[src/rtl/common_pkg.sv]
// Shared definitions for the SPI-to-Wishbone bridge.
// Holds the bus widths, the command-byte bit positions and the bridge
// FSM state type so the top level and the bench agree on them.
package common_pkg;

  localparam int WB_ADDR_WIDTH = 20;
  localparam int DATA_WIDTH    = 8;

  // Command byte layout: bit 7 selects write, bit 6 selects auto-increment,
  // bits 3:0 carry addr[19:16].
  localparam int SPI_CMD_WRITE_BIT = 7;
  localparam int SPI_CMD_INCR_BIT  = 6;

  typedef enum logic [2:0] {
    ST_IDLE    = 3'd0,
    ST_ADDR_HI = 3'd1,
    ST_ADDR_LO = 3'd2,
    ST_DATA    = 3'd3,
    ST_WB_REQ  = 3'd4,
    ST_WB_WAIT = 3'd5
  } spi_wb_state_t;

endpackage

[src/rtl/wb_master_port.sv]
// Single-access Wishbone B4 pipelined master handshake.
// Ports:
//   clk, rst          clock and asynchronous active-high reset
//   req_i, we_i       start one access (ignored while a cycle is open)
//   wb_stall_i        slave stall; strobe is held while it is high
//   wb_ack_i          slave acknowledge; closes the cycle
//   wb_cycle_o        CYC, raised with the strobe, dropped on the ack edge
//   wb_strobe_o       STB, exactly one accepted strobe per request
//   wb_we_o           write enable latched with the request
//   done_o            combinational: the ack is being consumed this cycle
module wb_master_port (
  input  logic clk,
  input  logic rst,
  input  logic req_i,
  input  logic we_i,
  input  logic wb_stall_i,
  input  logic wb_ack_i,
  output logic wb_cycle_o,
  output logic wb_strobe_o,
  output logic wb_we_o,
  output logic done_o
);

  logic cyc_q, cyc_d;
  logic stb_q, stb_d;
  logic we_q, we_d;

  always_comb begin
    cyc_d  = cyc_q;
    stb_d  = stb_q;
    we_d   = we_q;
    done_o = 1'b0;
    if (!cyc_q) begin
      if (req_i) begin
        cyc_d = 1'b1;
        stb_d = 1'b1;
        we_d  = we_i;
      end
    end else if (stb_q) begin
      // The strobe is accepted on the first edge without stall.
      if (!wb_stall_i) begin
        stb_d = 1'b0;
      end
    end else if (wb_ack_i) begin
      cyc_d  = 1'b0;
      done_o = 1'b1;
    end
  end

  always_ff @(posedge clk or posedge rst) begin
    if (rst) begin
      cyc_q <= 1'b0;
      stb_q <= 1'b0;
      we_q  <= 1'b0;
    end else begin
      cyc_q <= cyc_d;
      stb_q <= stb_d;
      we_q  <= we_d;
    end
  end

  assign wb_cycle_o  = cyc_q;
  assign wb_strobe_o = stb_q;
  assign wb_we_o     = we_q;

endmodule

[src/rtl/spi_wb_bridge.sv]
// SPI byte stream to Wishbone B4 pipelined master bridge.
// A frame is: cmd byte, addr[15:8], addr[7:0], then data bytes. Writes send
// each data byte to the bus; reads fetch one byte up front and one more per
// dummy byte clocked in, presenting the result on spi_tx_data_o.
// Ports:
//   wb_clock_i, wb_reset_i          clock, asynchronous active-high reset
//   spi_cs_n_i                      synchronized chip select (low = frame)
//   spi_rx_valid_i, spi_rx_data_i   received-byte pulse and byte
//   spi_tx_data_o, spi_tx_valid_o   next byte to shift out and its freshness
//   wb_addr_o, wb_data_o, wb_data_i Wishbone address / write / read data
//   wb_we_o, wb_cycle_o, wb_strobe_o, wb_ack_i, wb_stall_i  bus controls
//   overrun_o                       sticky: a byte arrived during a bus access
module spi_wb_bridge
  import common_pkg::*;
(
  input  logic                     wb_clock_i,
  input  logic                     wb_reset_i,
  input  logic                     spi_cs_n_i,
  input  logic                     spi_rx_valid_i,
  input  logic [DATA_WIDTH-1:0]    spi_rx_data_i,
  output logic [DATA_WIDTH-1:0]    spi_tx_data_o,
  output logic                     spi_tx_valid_o,
  output logic [WB_ADDR_WIDTH-1:0] wb_addr_o,
  output logic [DATA_WIDTH-1:0]    wb_data_o,
  input  logic [DATA_WIDTH-1:0]    wb_data_i,
  output logic                     wb_we_o,
  output logic                     wb_cycle_o,
  output logic                     wb_strobe_o,
  input  logic                     wb_ack_i,
  input  logic                     wb_stall_i,
  output logic                     overrun_o
);

  spi_wb_state_t state_q, state_d;
  logic [WB_ADDR_WIDTH-1:0] addr_q, addr_d;
  logic [DATA_WIDTH-1:0]    wdata_q, wdata_d;
  logic [DATA_WIDTH-1:0]    tx_data_q, tx_data_d;
  logic                     tx_valid_q, tx_valid_d;
  logic                     overrun_q, overrun_d;
  logic                     is_write_q, is_write_d;
  logic                     incr_q, incr_d;
  logic                     abort_q, abort_d;
  logic                     cs_n_prev_q, cs_n_prev_d;

  logic rx;
  logic cs_fall;
  logic req;
  logic done;

  // Bytes seen while chip select is high never reach the FSM.
  assign rx      = spi_rx_valid_i && !spi_cs_n_i;
  assign cs_fall = cs_n_prev_q && !spi_cs_n_i;

  wb_master_port u_wb_master_port (
    .clk         (wb_clock_i),
    .rst         (wb_reset_i),
    .req_i       (req),
    .we_i        (is_write_q),
    .wb_stall_i  (wb_stall_i),
    .wb_ack_i    (wb_ack_i),
    .wb_cycle_o  (wb_cycle_o),
    .wb_strobe_o (wb_strobe_o),
    .wb_we_o     (wb_we_o),
    .done_o      (done)
  );

  always_comb begin
    state_d     = state_q;
    addr_d      = addr_q;
    wdata_d     = wdata_q;
    tx_data_d   = tx_data_q;
    tx_valid_d  = tx_valid_q;
    overrun_d   = overrun_q;
    is_write_d  = is_write_q;
    incr_d      = incr_q;
    abort_d     = abort_q;
    cs_n_prev_d = spi_cs_n_i;
    req         = 1'b0;

    // Frame start clears the sticky overrun; a same-cycle overrun below wins.
    if (cs_fall) begin
      overrun_d = 1'b0;
    end

    case (state_q)
      ST_IDLE: begin
        abort_d = 1'b0;
        if (rx) begin
          is_write_d                            = spi_rx_data_i[SPI_CMD_WRITE_BIT];
          incr_d                                = spi_rx_data_i[SPI_CMD_INCR_BIT];
          addr_d[WB_ADDR_WIDTH-1:16]            = spi_rx_data_i[3:0];
          state_d                               = ST_ADDR_HI;
        end
      end
      ST_ADDR_HI: begin
        if (spi_cs_n_i) begin
          state_d = ST_IDLE;
        end else if (rx) begin
          addr_d[15:8] = spi_rx_data_i;
          state_d      = ST_ADDR_LO;
        end
      end
      ST_ADDR_LO: begin
        if (spi_cs_n_i) begin
          state_d = ST_IDLE;
        end else if (rx) begin
          addr_d[7:0] = spi_rx_data_i;
          if (is_write_q) begin
            state_d = ST_DATA;
          end else begin
            // Reads prefetch immediately so the first byte is ready to shift.
            req     = 1'b1;
            state_d = ST_WB_REQ;
          end
        end
      end
      ST_DATA: begin
        if (spi_cs_n_i) begin
          state_d = ST_IDLE;
        end else if (rx) begin
          if (is_write_q) begin
            wdata_d = spi_rx_data_i;
          end else begin
            // Dummy byte: the previous read has been shifted out.
            tx_valid_d = 1'b0;
          end
          req     = 1'b1;
          state_d = ST_WB_REQ;
        end
      end
      ST_WB_REQ: begin
        if (rx) begin
          overrun_d = 1'b1;
        end
        if (spi_cs_n_i) begin
          abort_d = 1'b1;
        end
        if (!wb_stall_i) begin
          state_d = ST_WB_WAIT;
        end
      end
      ST_WB_WAIT: begin
        if (rx) begin
          overrun_d = 1'b1;
        end
        if (spi_cs_n_i) begin
          abort_d = 1'b1;
        end
        // An open bus cycle always runs to its ack, even after cs_n rises.
        if (done) begin
          if (!is_write_q) begin
            tx_data_d  = wb_data_i;
            tx_valid_d = 1'b1;
          end
          if (incr_q) begin
            addr_d = addr_q + 1'b1;
          end
          state_d = (abort_q || spi_cs_n_i) ? ST_IDLE : ST_DATA;
        end
      end
      default: state_d = ST_IDLE;
    endcase
  end

  always_ff @(posedge wb_clock_i or posedge wb_reset_i) begin
    if (wb_reset_i) begin
      state_q     <= ST_IDLE;
      addr_q      <= '0;
      wdata_q     <= '0;
      tx_data_q   <= '0;
      tx_valid_q  <= 1'b0;
      overrun_q   <= 1'b0;
      is_write_q  <= 1'b0;
      incr_q      <= 1'b0;
      abort_q     <= 1'b0;
      cs_n_prev_q <= 1'b1;
    end else begin
      state_q     <= state_d;
      addr_q      <= addr_d;
      wdata_q     <= wdata_d;
      tx_data_q   <= tx_data_d;
      tx_valid_q  <= tx_valid_d;
      overrun_q   <= overrun_d;
      is_write_q  <= is_write_d;
      incr_q      <= incr_d;
      abort_q     <= abort_d;
      cs_n_prev_q <= cs_n_prev_d;
    end
  end

  assign wb_addr_o      = addr_q;
  assign wb_data_o      = wdata_q;
  assign spi_tx_data_o  = tx_data_q;
  assign spi_tx_valid_o = tx_valid_q;
  assign overrun_o      = overrun_q;

endmodule

[config.mk]
export PLATFORM = sky130hd
export DESIGN_NAME = spi_wb_bridge
export DESIGN_NICKNAME = d
export VERILOG_FILES = /design/src/rtl/common_pkg.sv /design/src/rtl/wb_master_port.sv /design/src/rtl/spi_wb_bridge.sv
export SDC_FILE = /design/constraint.sdc
export NUM_CORES = 1
export LEC_CHECK = 0
export CORE_ASPECT_RATIO = 0.9
export CORE_MARGIN = 10
export CORE_UTILIZATION = 40
export CTS_BUF_LIST = sky130_fd_sc_hd__clkbuf_4 sky130_fd_sc_hd__clkbuf_8
export CTS_CLUSTER_SIZE = 14
export DETAILED_ROUTE_END_ITERATION = 8
export GPL_TIMING_DRIVEN = 0
export PLACE_DENSITY = 0.67
export SETUP_SLACK_MARGIN = 0.05
export SYNTH_ARGS = -nofsm -noshare
export SYNTH_HDL_FRONTEND = slang
export SYNTH_SLANG_ARGS = --single-unit
[constraint.sdc]
create_clock -name wb_clock_i -period 1.9 [get_ports wb_clock_i]
set_input_delay 0.38 -clock wb_clock_i [delete_from_list [all_inputs] [get_ports wb_clock_i]]
set_output_delay 0.38 -clock wb_clock_i [all_outputs]
set_load 0.01 [all_outputs]
After elaboration in Yosys (flattened, before gate mapping)
Cells that the tools add are included.

Logic and storage cells: 110. Bits in registers: 48.

Add/subtract/negate cells: 1. Reduce and logical (&&, ||, !) cells: 22. Bitwise logic cells: 3. Mux-type cells: 48. Equal/unequal tests: 21.

Operator list (count): $mux W20 (2); $pmux W8 S2 (2); $mux W3 (10); $mux W1 (25); $ne A2 B2 Y1 const B (12); $add A20 B1 Y20 const B (1); $pmux W3 S6 (1); $mux W8 (2); $reduce_and A6 Y1 (2); $reduce_bool A2 Y1 (6); $reduce_and A5 Y1 (2); $ne A3 B3 Y1 const B (3); $pmux W4 S2 (1); $reduce_and A4 Y1 (2); $eq A3 B2 Y1 const B (2); $eq A3 B3 Y1 const B (2); $pmux W1 S2 (3); $reduce_and A2 Y1 (3); $mux W4 (1); $eq A3 B1 Y1 const B (1); $logic_not A3 Y1 (1); $not A1 Y1 (3); $reduce_and A3 Y1 (1); $logic_and A1 B1 Y1 (2); other kinds (5) (5).

Depth between registers and ports, before layout
Gate-level depths: netlist of run 1.

Word-level depth: 7. Gate-level depth with buffers: 8.

By module
From an unflattened synthesis of run 1, not the netlist that was laid out.

Cells, all modules: 257. Area, all modules: 2606.2 um2.

Modules (own cells, without submodules): spi_wb_bridge (area an instance 2474.9 um2, instances 1, sequential area each 1127.3 um2, cells an instance 245); wb_master_port (area an instance 131.4 um2, instances 1, sequential area each 75.1 um2, cells an instance 12).

Least setup slack after synthesis of run 1
Ideal clock, no wire load.

Kind: register -> register. From: register addr_q[0] (netlist: wb_addr_o[0]). To: register addr_q[10] (netlist: wb_addr_o[10]). Setup slack: 154 ps. Path buffers: 0. Stages on the path, launching flop included: 7. Data arrival time: 1625 ps. Required time: 1779 ps. Period minus slack after synthesis: 1746 ps. Path through: dfrtp_1 ha_1 nand3_1 or2_2 nor2_1 a31oi_1 o22a_1.

Cells in the longest elaborated chain, start to end: 4.

Ends and longest elaborated chain: from (decl) (RTL line spi_wb_bridge.sv:35) `logic [WB_ADDR_WIDTH-1:0] addr_q, addr_d;`; from (signal assigned) (RTL line spi_wb_bridge.sv:179) `addr_q <= addr_d;`; $add A20 B1 Y20 (RTL line spi_wb_bridge.sv:156) `addr_d = addr_q + 1'b1;`; $mux W20 (RTL line spi_wb_bridge.sv:155) `if (incr_q) begin`; $mux W20 (RTL line spi_wb_bridge.sv:150) `if (done) begin`; $pmux W8 S2 (RTL line spi_wb_bridge.sv:85) `case (state_q)`.

Every way passes these cells. The select of a mux whose other input is x is not followed. A chain may end at the register's enable or synchronous reset.

Final worst setup path of run 1
From: register addr_q[4] (netlist: wb_addr_o[4]). To: output wb_addr_o[4].

RTL lines: to (decl) (RTL line spi_wb_bridge.sv:23) `output logic [WB_ADDR_WIDTH-1:0] wb_addr_o,`.

No word-level cell between the ends.

==> impl_metrics.ini, run 1 <==
[status]
outcome = complete, no violations

[cts]
cts_tree = built
cts_buffers = 5
clkLatencyLatePin_ns = 0.30
path_clk_slew_ns = 0.09
root_buffer = clkbuf_8
ctsHoldBuffers = 0
htreeDepth = 2
clk_path_buf_depth = 2
cts.sinks = 48

[timing]
slew_headroom_pct = 58.0
fmax_mhz = 562
hold_viol_final = 0
fin_crit_sh_pct = 93.6
finalSetupViolations = 0
tightest_slew_ns = 0.626
rsz0062_at_grt = yes
tns_ns = 0
finalCriticalPeriod_ns = 1.78
skew_ns = 0.00608
slew_violations = 0

[place]
port_buffers = 62
hpwl_um = 5190
gp_congestion = 0.836
dpl_cell_area_sq_um = 3260

[floorplan]
io_pins = 63
die_x_um = 104
core_area_sq_um = 6110
die_h_um = 95.2
die_area_sq_um = 9860
initial_core_util_pct = 41.1
fp-row-count = 27

[final_layout]
drive_gt1_share_pct = 19.4
final_cell_area_sq_um = 3430
n_antenna_cell = 0
synthToLayoutAreaGrowth_pct = 36.4
final_nets = 346
final_common_cell = clkdlybuf4s50_1
regArea_sq_um = 1210
multi_input_area_sq_um = 1270
fillers = 554
final_cell_mix = 61 x clkdlybuf4s50_1, 43 x dfrtp_1, 25 x a21oi_1, 25 x nand2_1, 23 x nor2_1

[yosys]
synth-edff-count = 0
yosysSeqAreaShare_pct = 47.8
synthesis.area_sq_um = 2510
ys.flop_type = dfrtp_1
synth_nets = 273
ys_warn_count = 0
postSynthCellCount = 250
synth_cell_types = 46
synth_seq_cells = 48
syn_avg_cell_area_sq_um = 10.1
synthArstFlopShare_pct = 100

[global_route]
grt_max_degree = 28
overflow = 0
track_usage_pct = 14.4
grt_first_pass_wirelength_um = 11700
antenna_found_initial = 0
grt_pass1_vias = 2380

[route]
routedWlPerCell_um = 16.9
drtIter0Drc = 150
drc = 0
dr.pass1.iters = 5
vias = 2247
antenna_left = 0
wirelength_um = 6930
viasPerCell = 5.47

[critical_path]
worst-r2r-cell-count = 6
critPathArrivalTime_ns = 1.40
cp_max_fo = 7
r2r_end = wb_addr_o[8]
crit_chain = clkdlybuf4s50_1
critical-path-top-delay-family = buffers and inverters
reg2reg_from = state_q[1]
critPathMaxStageDelay_ns = 0.59
cp_data_required_time_ns = 1.52
critPathCaptureType = output port
critPathKind = flip-flop to output port
slowest_stage = clkdlybuf4s50_1
crit_buf_inv = 1
start_kind = flip-flop
rrSetupSlack_ns = 0.13

[power]
leakagePower_nw = 1.43
power_density_nw_per_um2 = 1480
peakVddDrop_mv = 0.709
finalPower_mw = 5.06

[hold_path]
whs_path_depth = 1
hold_path_class = primary input to flip-flop
hold_path_end = cs_n_prev_q
hold_start = spi_cs_n_i

[flow_run]
drv_cap = 0
-- how the worst max path moves through the flow --
stage	startpoint	end	slack, ns	cells after the start
floorplan	wb_addr_o[0]	wb_addr_o[10]	0.15	6
global placement	wb_reset_i	wb_addr_o[14]	-0.60	2
detailed placement	spi_cs_n_i	wb_addr_o[7]	-0.44	7
CTS	spi_cs_n_i	u_wb_master_port.wb_we_o	0.01	6
global route	state_q[1]	wb_addr_o[17]	0.04	6
finish	wb_addr_o[4]	wb_addr_o[4]	0.12	1
-- synth_stat cells (5+ instances only) --
master    count  area (sq um)
o22ai_1       7          43.8
nor2_1       23          86.3
nand2_1      25          93.8
buf_2         7          35.0
inv_1         5          18.8
a31oi_1       7          43.8
mux2_2       20           225
o22a_1        5          43.8
o21ai_0      16          80.1
dfrtp_1      47          1180
nand3_1       6          30.0
a21oi_1      25           125
nand2b_1      6          37.5
-- cell type report --
| class | count | share of cell area, % |
|---|---|---|
| Multi-Input combinational cell | 186 | 36.9 |
| Inverter | 5 | 0.547 |
| Buffer | 11 | 2.15 |
| Timing Repair Buffer | 66 | 19.4 |
| Clock inverter | 3 | 0.547 |
| Sequential cell | 48 | 35.2 |
| Tap cell | 87 | 3.18 |
| Clock buffer | 5 | 2.01 |
-- registers in the layout, indices dropped and copies added, names as in the netlist, 3 cells and up --
signal         cells
wb_data_o          8
wb_addr_o         20
state_q            3
spi_tx_data_o      8
-- power by group --
part	switching [mW]	internal, mW	leakage (nW)	total (mW)
registers	0.459	1.47	0.592	1.93
logic	1.19	1.32	0.791	2.52
clock network	0.359	0.257	0.0479	0.616
-- metal layers --
metal | vias up | global-route usage [%] | wire length (um) | share of wire (%)
met1 | 1080 | 17.6 | 3170 | 46
li1 | 1070 | - | - | -
met2 | 86 | 23.0 | 3040 | 44
met3 | 11 | 5.46 | 608 | 8.8
met4 | 0 | 4.69 | 105 | 1.5
met5 | - | 0 | 0 | 0
-- kinds of logic after synthesis --
| logic type | Yosys count | synth area share (%) |
|---|---|---|
| AOI/OAI and AO/OA | 82 | 20.8 |
| adders and majority gates | 1 | 0.498 |
| buffers and inverters | 16 | 3.58 |
| DFF | 48 | 47.8 |
| muxes | 20 | 8.96 |
| and+or+nand+nor | 83 | 18.4 |
-- stage by stage --
stage / hold slack [ns] / setup WS [ns] / instances / util, %
after floorplan: 0.384 / 0.154 / 250 / -
after global placement: 0.487 / -0.599 / 399 / 53.0
after detailed placement: 0.497 / -0.437 / 400 / 53.4
after CTS: 0.428 / 0.0137 / 409 / 55.3
after global routing: 0.321 / 0.0375 / 411 / 56.1
final: 0.319 / 0.122 / 411 / 56.1
-- repair_timing --
action | CTS | global route
pin swaps | 1 | 1
buffers inserted | 1 | 2
setup endpoints to repair | 14 | 27
resized for setup | 4 | 10
(Power assumes the default switching activity.)
==> inputs of run 2 (changes only) <==
- PLACE_DENSITY: 0.67 -> 0.74
==> run 2 against run 1 <==
Effect of this change:
- register-to-register slack about the same
- critical path depth did not move
- final cell count fell by 0.24%
- sequential power is essentially flat
- combinational power is essentially flat
- sequential share of layout area is 0.13 points lower
- wire length grew 0.38%
- first-iteration DRC count increased by 19%
- final area increased by 0.36%
==> impl_metrics.ini, run 2 (same netlist as run 1, synthesis figures left out) <==
[status]
outcome = complete, no violations

[cts]
cts_tree = built
clkLatencyLatePin_ns = 0.31
cts_buffers = 5
htreeDepth = 2
path_clk_slew_ns = 0.10
cts.sinks = 48
clk_path_buf_depth = 2
root_buffer = clkbuf_8

[timing]
slew_violations = 0
finalCriticalPeriod_ns = 1.81
skew_ns = 0.00759
tightest_slew_ns = 0.611
slew_headroom_pct = 59.0
fin_crit_sh_pct = 95.5
rsz0062_at_grt = no
fmax_mhz = 551
hold_viol_final = 0
finalSetupViolations = 0
whs_ns = 0.294

[power]
peakVddDrop_mv = 0.706
leakagePower_nw = 1.42
finalPower_mw = 5.15
power_density_nw_per_um2 = 1500

[critical_path]
start_kind = flip-flop
cp_max_fo = 7
critical-path-top-delay-family = buffers and inverters
critPathKind = flip-flop to output port
crit_chain = clkdlybuf4s50_1
slowest_stage = clkdlybuf4s50_1
critPathCaptureType = output port
critPathArrivalTime_ns = 1.43
cp_data_required_time_ns = 1.52
crit_buf_inv = 1
critPathMaxStageDelay_ns = 0.60

[final_layout]
synthToLayoutAreaGrowth_pct = 36.9
largest_reg_flops = 20
drive_gt1_share_pct = 19.5
final_nets = 345
final_util_pct = 56.3
final_cell_area_sq_um = 3440
final_common_cell = clkdlybuf4s50_1
final_cell_mix = 61 x clkdlybuf4s50_1, 43 x dfrtp_1, 25 x a21oi_1
fillers = 533
final_cells = 410
n_antenna_cell = 0

[global_route]
grt_max_degree = 40
overflow = 0
grt_first_pass_wirelength_um = 11300
antenna_found_initial = 0
track_usage_pct = 13.7
grt_pass1_vias = 2187

[place]
gp_congestion = 0.860
port_buffers = 62
hpwl_um = 5070
dpl_cell_area_sq_um = 3260
dp.cells = 400

[route]
vias = 2253
routedWlPerCell_um = 17.0
wirelength_um = 6960
dr.pass1.iters = 5
drc = 0
antenna_left = 0
drtIter0Drc = 178
viasPerCell = 5.50

[floorplan]
die_x_um = 104
fp-row-count = 27
io_pins = 63
core_area_sq_um = 6110
die_h_um = 95.2
die_area_sq_um = 9860
initial_core_util_pct = 41.1

[flow_run]
drv_cap = 0

[hold_path]
hold_path_class = primary input to asynchronous set/reset pin
-- run 2: changes by cell type in the layout (fill, tap and decap cells not counted), moves of 2 or more --
| cell | delta |
|---|---|
| clkinvlp_4 | +2 |
| buf_2 | -2 |
| clkinv_2 | -2 |
| clkbuf_4 | +2 |
-- run 2: layer usage --
| metal | global-route usage, % | share of wire [%] | up-vias |
|---|---|---|---|
| met5 | 0 | 0 | - |
| met4 | 3.52 | 0.62 | 0 |
| met3 | 5.53 | 8.9 | 4 |
| met2 | 20.6 | 46 | 83 |
| met1 | 18.0 | 45 | 1092 |
| li1 | - | - | 1074 |
-- run 2: path summary, 6_finish.rpt --
check                              endpoint  slack (ns)  cells after the start        startpoint
min                            wb_data_o[2]        0.29                      2        wb_reset_i
max in group asynchronous       cs_n_prev_q        1.06                      3        wb_reset_i
max                            wb_addr_o[4]        0.09                      1      wb_addr_o[4]
min in group wb_clock_i         cs_n_prev_q        0.44                      1        spi_cs_n_i
min reg2reg                spi_tx_data_o[2]        0.51                      1  spi_tx_data_o[2]
max reg2reg                   wb_addr_o[10]        0.13                      6      wb_addr_o[0]
-- run 2: metrics by stage --
step	TNS, ns	worst slack (ns)
floorplan	0	0.154
global placement	-34.61	-0.583
detailed placement	-8.30	-0.415
CTS	0	0.0201
global route	0	0.0562
finish	0	0.0852
-- run 2: what timing repair did --
action,4_1_cts,5_1_grt
gates resized for setup,5,13
setup buffers,1,1
pin swaps,2,1
endpoints found under the setup margin,15,14
hold buffers,0,0
-- run 2: power breakdown --
group	leakage, nW	switching, mW	internal [mW]
Combinational	0.781	1.21	1.33
Sequential	0.592	0.471	1.47
Clock	0.0434	0.374	0.295
Total	1.42	2.05	3.10
-- run 2: final cells by class --
type                       instances  area [sq um]  share of cell area [%]
clock buffer                       6          82.6                    2.40
inverter                           5          18.8                   0.545
sequential                        48          1210                    35.1
timing repair buffer              65           654                    19.0
multi-input combinational        186          1270                    37.1
clock inverter                     2          15.0                   0.436
buffer                            11          78.8                    2.29
tap                               87           109                    3.16
